--- config.mk ---
export PLATFORM = sky130hd
export DESIGN_NAME = jtag_host_driver
export DESIGN_NICKNAME = d
export VERILOG_FILES = /design/src/rtl/jtag_host_driver.sv
export SDC_FILE = /design/constraint.sdc
export NUM_CORES = 1
export LEC_CHECK = 0
export ABC_AREA = 1
export CAP_MARGIN = 25
export CORE_MARGIN = 5
export CORE_UTILIZATION = 55
export DETAILED_ROUTE_END_ITERATION = 8
export PLACE_DENSITY = 0.77
export SYNTH_ARGS = -nofsm -noshare
export SYNTH_HDL_FRONTEND = slang
export SYNTH_SLANG_ARGS = --single-unit
--- constraint.sdc ---
create_clock -name clk -period 5.4 [get_ports clk]
set_input_delay 1.08 -clock clk [delete_from_list [all_inputs] [get_ports clk]]
set_output_delay 1.08 -clock clk [all_outputs]
set_load 0.005 [all_outputs]
--- src/rtl/jtag_host_driver.sv ---
// jtag_host_driver: JTAG TAP master. Turns scan commands into TCK/TMS/TDI
// sequences and returns the TDO bits captured during the shift cycles.
// Every command starts and ends with the TAP in Run-Test/Idle.
//
// Ports:
//   clk, rst              system clock, synchronous active-high reset
//   cmd_valid/cmd_ready   command handshake
//   cmd_type              0=TAP reset, 1=IR scan, 2=DR scan, 3=idle clocks
//   cmd_len               bit count (or idle TCK count) minus 1
//   cmd_data              TDI bits, LSB shifted first
//   rsp_valid/rsp_ready   response handshake
//   rsp_data              captured TDO bits, bit i = i-th shifted bit
//   busy                  command running or response pending
//   tck_o, tms_o, tdi_o   JTAG outputs to the SoC
//   tdo_i                 JTAG TDO from the SoC
module jtag_host_driver #(
  parameter int CLK_DIV = 2,
  parameter int DATA_W  = 32
) (
  input  logic              clk,
  input  logic              rst,
  input  logic              cmd_valid,
  output logic              cmd_ready,
  input  logic [1:0]        cmd_type,
  input  logic [4:0]        cmd_len,
  input  logic [DATA_W-1:0] cmd_data,
  output logic              rsp_valid,
  input  logic              rsp_ready,
  output logic [DATA_W-1:0] rsp_data,
  output logic              busy,
  output logic              tck_o,
  output logic              tms_o,
  output logic              tdi_o,
  input  logic              tdo_i
);

  localparam int DIV_W = (CLK_DIV > 1) ? $clog2(CLK_DIV) : 1;
  localparam logic [DIV_W-1:0] DIV_LAST = DIV_W'(CLK_DIV - 1);

  typedef enum logic [1:0] {S_IDLE, S_RUN, S_RESP} state_t;

  // Per-TCK-cycle drive: TMS value, whether the cycle shifts, and its bit index.
  typedef struct packed {
    logic       tms;
    logic       shift;
    logic [4:0] idx;
  } cyc_t;

  // Total TCK cycles of a command.
  function automatic logic [5:0] ntck_f(input logic [1:0] typ, input logic [4:0] len);
    logic [5:0] n;
    n = {1'b0, len} + 6'd1;
    case (typ)
      2'd0:    ntck_f = 6'd6;
      2'd1:    ntck_f = n + 6'd6;
      2'd2:    ntck_f = n + 6'd5;
      default: ntck_f = n;
    endcase
  endfunction

  // Decodes TCK cycle k of a command. IR scans walk Idle->SelDR->SelIR->CapIR
  // (4 cycles before the first shift), DR scans Idle->SelDR->CapDR (3 cycles).
  // The last shift leaves via Exit1, then Update and back to Idle.
  function automatic cyc_t cyc_f(input logic [1:0] typ, input logic [4:0] len,
                                 input logic [5:0] k);
    cyc_t       c;
    logic [5:0] n;
    logic [5:0] pre;
    logic [5:0] rel;
    c   = '0;
    n   = {1'b0, len} + 6'd1;
    pre = (typ == 2'd1) ? 6'd4 : 6'd3;
    rel = k - pre;
    case (typ)
      2'd0: c.tms = (k < 6'd5);
      2'd1, 2'd2: begin
        if (k < pre) begin
          c.tms = (typ == 2'd1) ? (k < 6'd2) : (k == 6'd0);
        end else if (rel < n) begin
          c.shift = 1'b1;
          c.idx   = rel[4:0];
          c.tms   = (rel == n - 6'd1);
        end else begin
          c.tms = (rel == n);
        end
      end
      default: c.tms = 1'b0;
    endcase
    return c;
  endfunction

  state_t             state;
  logic [DIV_W-1:0]   div_cnt;
  logic [5:0]         tck_cnt;
  logic [1:0]         type_q;
  logic [4:0]         len_q;
  logic [DATA_W-1:0]  data_q;

  cyc_t acc_c;
  cyc_t cur_c;
  cyc_t nxt_c;
  logic last_cyc;

  assign acc_c    = cyc_f(cmd_type, cmd_len, 6'd0);
  assign cur_c    = cyc_f(type_q, len_q, tck_cnt);
  assign nxt_c    = cyc_f(type_q, len_q, tck_cnt + 6'd1);
  assign last_cyc = (tck_cnt == ntck_f(type_q, len_q) - 6'd1);

  // Command capture
  always_ff @(posedge clk) begin
    if (state == S_IDLE && cmd_valid) begin
      type_q <= cmd_type;
      len_q  <= cmd_len;
      data_q <= cmd_data;
    end
  end

  // TCK generation, TMS/TDI drive and TDO capture
  always_ff @(posedge clk) begin
    if (rst) begin
      state     <= S_IDLE;
      cmd_ready <= 1'b1;
      rsp_valid <= 1'b0;
      rsp_data  <= '0;
      busy      <= 1'b0;
      tck_o     <= 1'b0;
      tms_o     <= 1'b1;
      tdi_o     <= 1'b0;
      div_cnt   <= '0;
      tck_cnt   <= '0;
    end else begin
      case (state)
        S_IDLE: begin
          if (cmd_valid) begin
            cmd_ready <= 1'b0;
            busy      <= 1'b1;
            rsp_data  <= '0;
            tck_o     <= 1'b0;
            tms_o     <= acc_c.tms;
            tdi_o     <= acc_c.shift & cmd_data[acc_c.idx];
            div_cnt   <= '0;
            tck_cnt   <= '0;
            state     <= S_RUN;
          end
        end
        S_RUN: begin
          if (div_cnt != DIV_LAST) begin
            div_cnt <= div_cnt + 1'b1;
          end else begin
            div_cnt <= '0;
            if (!tck_o) begin
              // Rising edge: TDO has been stable for the whole low phase.
              tck_o <= 1'b1;
              if (cur_c.shift) rsp_data[cur_c.idx] <= tdo_i;
            end else begin
              tck_o <= 1'b0;
              if (last_cyc) begin
                tms_o     <= 1'b0;
                tdi_o     <= 1'b0;
                rsp_valid <= 1'b1;
                state     <= S_RESP;
              end else begin
                tck_cnt <= tck_cnt + 6'd1;
                tms_o   <= nxt_c.tms;
                tdi_o   <= nxt_c.shift & data_q[nxt_c.idx];
              end
            end
          end
        end
        S_RESP: begin
          if (rsp_ready) begin
            rsp_valid <= 1'b0;
            busy      <= 1'b0;
            cmd_ready <= 1'b1;
            state     <= S_IDLE;
          end
        end
        default: state <= S_IDLE;
      endcase
    end
  end

endmodule

-- Word-level counts from Yosys, hierarchy flattened
Index checks and enable logic that the tools add are counted.
- add/subtract/negate cells: 12
- multiply operators: 0
- div/mod/pow operators: 0
- order comparisons: 12
- eq/ne operators: 19
- shift operators: 0
- muxes and demuxes: 67
- bitwise logic cells: 2
- reduce and logical (&&, ||, !) cells: 19
- operators by type and width (cell ; number):
    32-bit 2-to-1 mux ; 4
    6-bit 2-to-1 mux ; 13
    32-bit case mux with 2 select lines ; 1
    32-bit bitwise mux ; 1
    6-bit == test ; 5
    1-bit 2-to-1 mux ; 26
    6-bit less-than comparator ; 4
    5-bit AND reduction ; 4
    5-bit by 6-bit less-than comparator with 1-bit output (second input constant) ; 3
    1-bit case mux with 2 select lines ; 9
    6-bit case mux with 3 select lines ; 1
    6-bit by 1-bit subtractor with 6-bit output (second input constant) ; 3
    2-bit inequality test (second input constant) ; 8
    5-bit by 1-bit adder with 6-bit output (second input constant) ; 2
    6-bit by 3-bit adder with 6-bit output (second input constant) ; 2
    6-bit case mux with 2 select lines ; 1
    1-bit binary-select mux with 5-bit select ; 2
    2-bit 2-to-1 mux ; 5
    6-bit by 1-bit adder with 6-bit output (second input constant) ; 1
    2-bit by 1-bit == test with 1-bit output (second input constant) ; 3
    2-bit == test (second input constant) ; 3
    2-bit logical NOT ; 3
    6-bit logical NOT ; 1
    6-bit by 2-bit less-than comparator with 1-bit output (second input constant) ; 1
    other kinds (18) ; 25
- register bits after elaboration: 86
- latch bits: 0
- RAM bits: 0
- bits in read-only memories: 0
- input bits: 44
- output and inout port bits: 38
- memories kept: 0

-- Depth between registers and ports, before layout
- depth in word-level cells: 16
- gate-level depth with buffers: 27
- gate-level depth less buffers: 27

-- Worst setup path after synthesis
Ideal clock, no wire load.
- path kind: register -> register
- from: register type_q[1]
- to: register tdi_o
- setup time: 0.070 ns
- arrival time: 3.734 ns
- path slack: 1.596 ns
- stages on the path, launching flop included: 23
- buffers on the path: 1
- period minus slack after synthesis: 3.804 ns
- cell sequence: edfxtp_1 > inv_1 > ha_1 > inv_1 > ha_1 > fa_1 > xor2_1 > inv_1 > ha_1 > nand2_1 > nor2_1 > nand2_1 > nand3_1 > nor2_1 > buf_2 > nand4_1 > nand3_1 > nand3_1 > nand3_1 > nand3_1 > nand2_1 > nand2_1 > a21oi_1
- word-level cells in the longest chain between the ends: 14
- ends and longest elaborated chain (what ; RTL line ; source):
    start: declaration ; 95 ; logic [1:0] type_q;
    start signal: assignment ; 112 ; type_q <= cmd_type;
    2-bit by 1-bit == test with 1-bit output ; -- ;
    3-bit 2-to-1 mux ; 72 ; pre = (typ == 2'd1) ? 6'd4 : 6'd3;
    6-bit by 3-bit subtractor with 6-bit output ; 73 ; rel = k - pre;
    6-bit less-than comparator ; 79 ; end else if (rel < n) begin
    6-bit 2-to-1 mux ; 79 ;
    6-bit 2-to-1 mux ; 77 ; if (k < pre) begin
    6-bit 2-to-1 mux ; 74 ; case (typ)
    1-bit binary-select mux with 5-bit select ; 165 ; tdi_o <= nxt_c.shift & data_q[nxt_c.idx];
    1-bit 2-to-1 mux (implied by the code) ; 165 ;
    1-bit bitwise AND ; 165 ;
    1-bit 2-to-1 mux (*) ; 157 ; if (last_cyc) begin
    1-bit 2-to-1 mux (*) ; 151 ; if (!tck_o) begin
    1-bit 2-to-1 mux (*) ; 147 ; if (div_cnt != DIV_LAST) begin
    1-bit case mux with 2 select lines (*) ; 132 ; case (state)
    end signal: assignment ; 140 ; tdi_o <= acc_c.shift & cmd_data[acc_c.idx];
    end signal: assignment ; 165 ;
    end: declaration ; 33 ; output logic tdi_o,
Every way passes the cells marked *; elsewhere a longest branch is shown, timed or not. The select of a mux whose other input is x is not followed.
A chain may end at the register's enable or synchronous reset.

-- Worst setup path in the final report
- from: register type_q[1]
- to: register rsp_data[10]
- word-level cells in the longest chain between the ends: 16
- ends and longest elaborated chain (what ; RTL line ; source):
    2-bit by 1-bit == test with 1-bit output ; -- ;
    3-bit 2-to-1 mux ; 72 ;
    6-bit subtractor ; 73 ;
    6-bit less-than comparator ; 79 ;
    6-bit 2-to-1 mux ; 79 ;
    6-bit 2-to-1 mux ; 77 ;
    6-bit 2-to-1 mux (*) ; 74 ;
    5-bit by 6-bit less-than comparator with 1-bit output (implied by the code) / 5-bit by 1-bit greater-or-equal comparator with 1-bit output (equally long branches) ; 154 ; if (cur_c.shift) rsp_data[cur_c.idx] <= tdo_i;
    1-bit logical AND (implied by the code) ; 154 ;
    1-bit 2-to-1 mux (implied by the code) ; 154 ;
    1-bit demux with 5-bit select ; 154 ;
    32-bit bitwise mux ; 154 ;
    32-bit 2-to-1 mux ; 154 ;
    32-bit 2-to-1 mux ; 151 ;
    32-bit 2-to-1 mux ; 147 ;
    32-bit case mux with 2 select lines ; 132 ;
    end signal: indexed assignment ; 154 ;
    end: declaration ; 29 ; output logic [DATA_W-1:0] rsp_data,
Marks and branches as above.

==> flow_summary.toml <==
[timing]
worstMarginPinSlew_ps = 514.6
timing.final.crit_share_pct = 84.93
fmax_mhz = 218.0
rsz0062_at_grt = "no"
setup_viol = 0
relSlewSlack_pct = 65.57
fin_ws_ps = 813.7
hold_viol = 0
min_period_ps = 4586
whs_ps = 462.8
fin_skew_ps = 6.193
drv_slew = 0
tns_ps = 0

[grt]
grt_pass1_wl_um = 23110
grt_overflow = 0
grt_max_degree = 43
grt_pass1_vias = 4989
grt_use_total_pct = 24.30
antenna_found_initial = 0

[synth]
ys_top_cells_by_area = "edfxtp_1 (21%), dfxtp_1 (17%), nand2_1 (15%)"
synth_top_area_share_pct = 21.45
ys_ff_latch = 86
ys_warn_count = 0
syn_area_um2 = 5460
syn_nets = 828
synth_top_area_cell = "edfxtp_1"
yosysSeqAreaShare_pct = 38.68
avgSynthCellArea_um2 = 7.251
ys_types = 42
synth_cells = 753

[worst_setup_path]
start_kind = "register"
r2r-start = "type_q[1]"
arrival_ps = 4880
critPathMaxFanout = 33
end_kind = "register"
criticalPathCategory = "register to register"
worstPathRequired_ps = 5690
r2r_cells = 19
reg2reg_slack_ps = 810
worstSetupStartpoint = "type_q[1]"
cp_cell_sequence = "inv_1 > ha_1 > inv_1 > ha_1 > a21oi_1 > nand2_1 > xor2_1 > inv_1 > ha_1 > nand2_1 > nor2_1 > o21ai_1 > o211ai_1 > nor3_4 > o21a_2 > and3_1 > buf_4 > nand2_1 > a21oi_1"
r2r-end = "rsp_data[10]"
cp-endpoint = "rsp_data[10]"
crit_slowest_cell = "o21a_2"
max_stage_delay_ps = 490

[place]
dpl.cell_count = 946
gp_congestion = 0.9394
place_ws_ps = 881.8
portBuffers = 81
dp_hpwl_um = 10430
postPlaceCellArea_um2 = 6317

[clock_network]
root_buffer = "clkbuf_8"
cts_buffer_depth = 2
ctsResizeCount = 0
postCtsSetupRepairBufs = 0
clock_latency_ps = 360
clkTransAtPathRegs_ps = 90
cts_buffers = 9
cts_tree = "done"
hold_buffers = 0
htreeDepth = 3
cts.sinks = 86

[floorplan]
die_x_um = 109.6
initial_core_util_pct = 56.12
die_h_um = 109.6
dieArea_um2 = 12020
core-area_um2 = 9729
rows = 36
ios = 82

[routing]
dr_wl_met3_um = 760
ant_nets = 0
num_vias = 5144
dr.pass1.iters = 5
routed-wl-met2_um = 6478
vias_per_cell = 5.336
drtIter0Drc = 389
wirelength_um = 13780
detail_route.wl_per_cell_um = 14.29
drc = 0
met1_length_um = 6376
top_layer = "met4"

[power]
p_leak_nw = 2.771
total_power_mw = 1.784
ir_drop_uv = 248.2
power_density_nw_per_um2 = 271.2

[finish]
layout-drive-gt1-share_pct = 7.461
fill_cells = 861
antennaDiodeCount = 0
final_cell_mix = "nand2_1 (224), nor2_1 (81), clkdlybuf4s50_1 (81)"
final_common_cell = "nand2_1"
fin_area_um2 = 6576
synthToLayoutAreaGrowth_pct = 20.44
seqCellArea_um2 = 2112
multi_input_area_um2 = 2898
fin_nets = 901
final_core_util_pct = 67.59
stdcell_count = 964

[min_path]
worstHoldPathType = "register to register"
min_from = "rsp_data[18]"
min_delay_path_depth = 2

[run_status]
status = "finished, final reports clean"

[job]
max-cap-violations = 0
## cell families after synthesis
logic type | count (synthesis) | synth area share (%)
adders and majority gates | 31 | 7.379
and+or+nand+nor | 417 | 33.62
xor gates and xnor gates | 11 | 1.764
buffers and inverters | 102 | 8.249
AOI/OAI and AO/OA | 106 | 10.31
DFF | 86 | 38.68
## synth_stat cells (all sizes together)
cell,instances
nand2,236
nor2,87
inv,75
nand3,70
a21oi,54
dfxtp,47
o21ai,45
edfxtp,39
ha,29
nand4,18
buf,13
clkbuf,12
xor2,11
nor3,3
fa,2
a211oi,1
a21boi,1
a21o,1
a41oi,1
and3,1
clkinv,1
dlygate4sd3,1
nand3b,1
o2111ai,1
o211ai,1
o21a,1
or2,1
## sequential cells by signal (all words and copies together) (netlist names)
signal     flops
data_q        32
rsp_data      32
tck_cnt        6
len_q          5
state          2
type_q         2
busy           1
cmd_ready      1
div_cnt        1
rsp_valid      1
tck_o          1
tdi_o          1
tms_o          1
## critical path: cells and delay by family, from the launching register on
family | cells | cell delay (ps)
compound gates | 5 | 1080
xor+xnor | 1 | 150
fa+ha+maj | 3 | 1090
buf+inv | 4 | 770
flops | 1 | 420
simple gates | 6 | 1000
## layer usage
layer	global-route usage, %	up-vias
li1	-	2608
met1	33.30	2366
met2	39.63	155
met3	4.698	15
met4	6.233	0
met5	0	-
## where the power goes
part           total, mW  switching [mW]  internal (mW)
registers          0.738          0.0232          0.714
clock network      0.466           0.247          0.219
logic              0.580           0.372          0.208
## worst min path at each step
stage	slack, ps	end
finish	460	rsp_data[18]
global route	480	rsp_data[29]
detailed placement	450	rsp_data[30]
CTS	460	rsp_data[30]
global placement	450	rsp_valid
floorplan	440	rsp_valid
## final cells by class
type,instances,area share (%)
multi-input combinational,565,44.06
clock inverter,7,1.218
clock buffer,9,1.884
sequential,86,32.12
timing repair buffer,88,13.74
tap,133,2.530
inverter,76,4.452
Note: power is estimated with default switching activity, not from simulation.
